==> src/rtl/mem_access_ctrl.sv <==
// MEM-stage data-memory sequencer: issues one req/ready access per load or
// store, stalls the pipeline until it completes or times out, returns load data.
module mem_access_ctrl #(
  parameter int word_width     = 32,
  parameter int TIMEOUT_CYCLES = 16,
  parameter int CNT_W          = 5
) (
  input  logic                  clk,
  input  logic                  reset,
  input  logic                  MemWriteM,
  input  logic [1:0]            ResultSrcM,
  input  logic [word_width-1:0] ALUResultM,
  input  logic [word_width-1:0] WriteDataM,
  output logic                  mem_req,
  output logic                  mem_we,
  output logic [word_width-1:0] mem_addr,
  output logic [word_width-1:0] mem_wdata,
  input  logic                  mem_ready,
  input  logic [word_width-1:0] mem_rdata,
  output logic                  StallMem,
  output logic [word_width-1:0] ReadDataM,
  output logic                  mem_fault,
  output logic [1:0]            o_dbg_state
);

  typedef enum logic [1:0] {
    S_IDLE = 2'd0,
    S_BUSY = 2'd1,
    S_DONE = 2'd2
  } state_t;

  state_t                r_state;
  state_t                w_next_state;
  logic                  r_req;
  logic                  r_we;
  logic [word_width-1:0] r_addr;
  logic [word_width-1:0] r_wdata;
  logic [word_width-1:0] r_rdata;
  logic                  r_fault;
  logic [CNT_W-1:0]      r_cnt;
  logic                  w_acc;
  logic                  w_timeout;

  assign w_acc     = MemWriteM | (ResultSrcM == 2'b01);
  // A zero timeout parameter disables the abort path entirely.
  assign w_timeout = (TIMEOUT_CYCLES != 0) && (r_cnt == CNT_W'(TIMEOUT_CYCLES - 1));

  always_ff @(posedge clk) begin
    if (reset) r_state <= S_IDLE;
    else       r_state <= w_next_state;
  end

  always_comb begin
    w_next_state = r_state;
    StallMem     = 1'b0;
    case (r_state)
      S_IDLE: begin
        StallMem = w_acc;
        if (w_acc) w_next_state = S_BUSY;
      end
      S_BUSY: begin
        StallMem = 1'b1;
        if (mem_ready || w_timeout) w_next_state = S_DONE;
      end
      S_DONE:  w_next_state = S_IDLE;
      default: w_next_state = S_IDLE;
    endcase
  end

  always_ff @(posedge clk) begin
    if (reset) begin
      r_req   <= 1'b0;
      r_we    <= 1'b0;
      r_addr  <= '0;
      r_wdata <= '0;
      r_rdata <= '0;
      r_fault <= 1'b0;
      r_cnt   <= '0;
    end else begin
      r_fault <= 1'b0;
      case (r_state)
        S_IDLE: begin
          if (w_acc) begin
            r_req   <= 1'b1;
            r_we    <= MemWriteM;
            r_addr  <= ALUResultM;
            r_wdata <= WriteDataM;
            r_cnt   <= '0;
          end
        end
        S_BUSY: begin
          // Ready on the timeout cycle still counts as a normal completion.
          if (mem_ready) begin
            r_req   <= 1'b0;
            r_rdata <= r_we ? '0 : mem_rdata;
          end else if (w_timeout) begin
            r_req   <= 1'b0;
            r_rdata <= '0;
            r_fault <= 1'b1;
          end else begin
            r_cnt <= r_cnt + 1'b1;
          end
        end
        default: ;
      endcase
    end
  end

  assign mem_req     = r_req;
  assign mem_we      = r_we;
  assign mem_addr    = r_addr;
  assign mem_wdata   = r_wdata;
  assign ReadDataM   = r_rdata;
  assign mem_fault   = r_fault;
  assign o_dbg_state = r_state;

endmodule

==> config.mk <==
export PLATFORM = sky130hd
export DESIGN_NAME = mem_access_ctrl
export DESIGN_NICKNAME = d
export VERILOG_FILES = /design/src/rtl/mem_access_ctrl.sv
export SDC_FILE = /design/constraint.sdc
export NUM_CORES = 1
export LEC_CHECK = 0
export ABC_AREA = 1
export BUFFER_PORTS_ARGS = -buffer_cell sky130_fd_sc_hd__buf_4
export CAP_MARGIN = 10
export CORE_ASPECT_RATIO = 0.75
export CORE_MARGIN = 2
export CORE_UTILIZATION = 40
export DETAILED_ROUTE_END_ITERATION = 10
export PLACE_DENSITY = 0.72
export SYNTH_ARGS = -nofsm -noshare
export SYNTH_HDL_FRONTEND = slang
export SYNTH_SLANG_ARGS = --single-unit
==> constraint.sdc <==
create_clock -name clk -period 3.3 [get_ports clk]
set_clock_uncertainty 0.2 [all_clocks]
set_input_delay 0 -clock clk [delete_from_list [all_inputs] [get_ports clk]]
set_output_delay 0 -clock clk [all_outputs]
set_load 0.005 [all_outputs]
==> results by group <==
Drt
  • Remaining routing DRC violations: 0
  • Post-DR vias/cell: 4.74
  • Routed len/inst: 14.2 um
  • Drt total wl: 13300 um
  • Drt initial violations: 321
  • DRT Pass-1 Iters: 5
  • Antenna Violating Nets Remaining: 0
  • Via count: 4445

GRT
  • Initial antenna violation count: 0
  • Largest net degree at the start of global routing: 74
  • GR Overflow Total: 0
  • Total GRT Usage: 25.2%
  • Vias in the first global route: 4474
  • First-pass GRT wire length: 21900 um

Power
  • Worst VDD drop: 0.363 mV
  • Combinational Power Share: 20.8%
  • Switching Share: 25.0%
  • P_int: 2.42 mW
  • Switching Power: 805 uW
  • P per Cell Area: 458 mW/mm^2
  • Leak pwr: 3.27 nW
  • Sequential share of power: 45.0%
  • Clock power frac: 34.3%

Timing
  • Slew headroom: 27.4%
  • Final Max Slew Viols: 0
  • Worst-margin pin slew: 1090 ps
  • Fin crit period: 2570 ps
  • Peak Freq: 389 MHz
  • Final hold violations: 0
  • Final cycle utilization of the critical path: 77.9%
  • Worst hold margin: 220 ps
  • Setup_tns: 0 ps
  • RSZ-0062 raised after global routing: no
  • Setup violations, final: 0

Layout
  • Util after Layout: 73.1%
  • Antenna diodes: 0
  • Finished layout cell area: 0.00703 sq mm
  • # nets final: 905
  • # fillers: 674
  • Share of post-route cells with drive strength above 1: 31.1%
  • Area growth, synth to finish: 78.9%

Clocking
  • Clock insertion delay at the later pin of the skew report: 330 ps
  • CTS tree: built
  • CTS clk-pin slew, worst paths: 70 ps
  • CTS Root Cell: clkbuf_16
  • Resized Gates After CTS: 0
  • TritonCTS Buffers: 9
  • Clock sink count: 106
  • H-Tree Level Count: 3
  • Max clock buf depth: 2

Run
  • Max cap viols: 0

Setup path
  • Worst Setup SP: r_cnt[0]$_SDFFE_PP0P_
  • R2R cell count: 10
  • Reg-to-reg startpoint: r_cnt[0]$_SDFFE_PP0P_
  • CP Capture Type: flop
  • CP startpoint kind: flop
  • CP arrival: 2650 ps
  • Worst endpoint required time: 3380 ps
  • Crit-path max FO: 34
  • Worst reg2reg setup slack: 730 ps
  • Setup CP Type: reg -> reg
  • Reg2reg end: ReadDataM[13]$_SDFFE_PP0P_

Placed design
  • Port bufs: 203
  • Area post-placement: 0.00540 sq mm
  • Weighted congestion at the end of routability-driven global placement: 0.786
  • Dpl hpwl: 7190 um

Yosys
  • Count of state elements after synthesis: 106
  • Synth Cell Area: 0.00393 sq mm
  • Mapped Cells: 486
  • Avg Cell Area, Syn: 8.09 sq um
  • Syn nets: 590
  • Sequential share of the synthesized area: 54.0%
  • Top-area cell type share of the netlist area: 54.0%
  • Synth area leaders: dfxtp_1 (54%), nor2_1 (13%), o21ai_0 (8.2%)
  • Synth warnings: 0
  • Netlist cell types: 27
  • Leading area contributor after synthesis: dfxtp_1

Floorplanning
  • Die X-Extent: 118 um
  • Core area: 0.00962 sq mm
  • FP Rows: 31
  • Die area: 0.0106 sq mm
  • IO Pins: 204
  • Starting Density: 40.9%
  • Die Ht: 89.8 um

Hold path
  • Hold Path Stages: 3
  • Hold WC Path Type: in -> reg
  • Hold Crit Start: mem_ready
  • WHS Endpoint: mem_fault$_SDFF_PP0_

Run status
  • Status: finished, final reports clean
[placed cells by master, fill, tap and decap left out, types with 3 or more instances in the layout]
cell / n
a21oi_1: 29
a21oi_2: 9
buf_4: 204
clkbuf_16: 9
clkinv_2: 3
dfxtp_1: 106
dlygate4sd3_1: 132
inv_1: 5
inv_2: 4
nand2_1: 71
nand2_2: 11
nand2_4: 3
nand3_1: 4
nor2_1: 136
o21ai_0: 64
[layout make-up]
type / instances / area (sq um) / area share, %
clock buffer: 9 / 225 / 3.20
clock inverter: 6 / 82.6 / 1.17
inverter: 10 / 40.0 / 0.570
multi-input combinational: 338 / 1540 / 21.9
sequential: 106 / 2120 / 30.2
tap: 132 / 165 / 2.35
timing repair buffer: 336 / 2850 / 40.6
[stage by stage]
stage	worst slack, ps	cells	power, mW
finish	730	937	3.22
global route	536	937	3.38
CTS	774	937	3.24
detailed placement	1330	790	2.01
global placement	1420	790	2.00
floorplan	1600	486	1.73
[how the worst max path moves through the flow]
stage | slack, ps | end
after floorplan | 1600 | ReadDataM[22]$_SDFFE_PP0P_
after global placement | 1420 | ReadDataM[12]$_SDFFE_PP0P_
after detailed placement | 1330 | ReadDataM[6]$_SDFFE_PP0P_
after CTS | 770 | ReadDataM[17]$_SDFFE_PP0P_
after global routing | 540 | ReadDataM[17]$_SDFFE_PP0P_
final | 730 | ReadDataM[13]$_SDFFE_PP0P_
[Yosys cell counts]
master / n
nor2_1: 136
nand2_1: 71
nand3_1: 4
nor2_8: 1
inv_1: 5
inv_2: 4
buf_6: 8
o21ai_0: 64
buf_1: 1
buf_2: 7
nand4_1: 1
nor3_1: 1
a21boi_0: 1
inv_4: 1
nand2_2: 11
nand2_4: 3
nor2_2: 2
ha_1: 2
xnor2_1: 1
dfxtp_1: 106
buf_8: 1
o21ai_1: 1
clkbuf_1: 8
a21oi_1: 29
buf_4: 7
a21oi_2: 9
nand3b_1: 1
[registers in the layout, summed over array words and instances, names as in the netlist]
name / flops
mem_fault: 1
mem_wdata: 32
mem_we: 1
mem_req: 1
ReadDataM: 32
o_dbg_state: 2
mem_addr: 32
r_cnt: 5
[timing repair]
action                                 4_1_cts  5_1_grt
hold buffers                               132        0
endpoints found under the hold margin      106        0
setup buffers                                0        0
[routing by layer]
layer  vias up  wire [um]  track usage (%)
met5         -          0                0
met3        23        943             7.42
met1      2063       5620             30.2
met2       180       6510             43.9
li1       2179          -                -
met4         0        259             7.04
[power by group through the flow]
| stage | Sequential (mW) | Clock, mW | Combinational [mW] |
|---|---|---|---|
| 2_1_floorplan | 1.48 | 0 | 0.254 |
| 3_3_place_gp | 1.47 | 0 | 0.527 |
| 3_5_place_dp | 1.48 | 0 | 0.538 |
| 4_1_cts | 1.45 | 1.13 | 0.656 |
| 5_1_grt | 1.46 | 1.18 | 0.736 |
| 6_report | 1.45 | 1.10 | 0.669 |
[cell families after synthesis]
logic type               count (synthesis)  synth area share (%)
AO/OA/AOI/OAI                          104                  14.2
buffers and inverters                   42                  6.78
AND/OR/NAND/NOR                        231                  24.2
adder cells (fa/ha/maj)                  2                 0.637
flip-flops                             106                  54.0
XOR/XNOR                                 1                 0.223
[worst max-delay path: stages, from the launching register on]
cell,delay [ps]
dfxtp_1,340
ha_1,230
nand2_1,70
nor2_1,40
ha_1,190
nor2_2,170
inv_2,80
nand2_4,330
nand2_1,130
a21oi_1,160
dlygate4sd3_1,560
(Power assumes the default switching activity.)
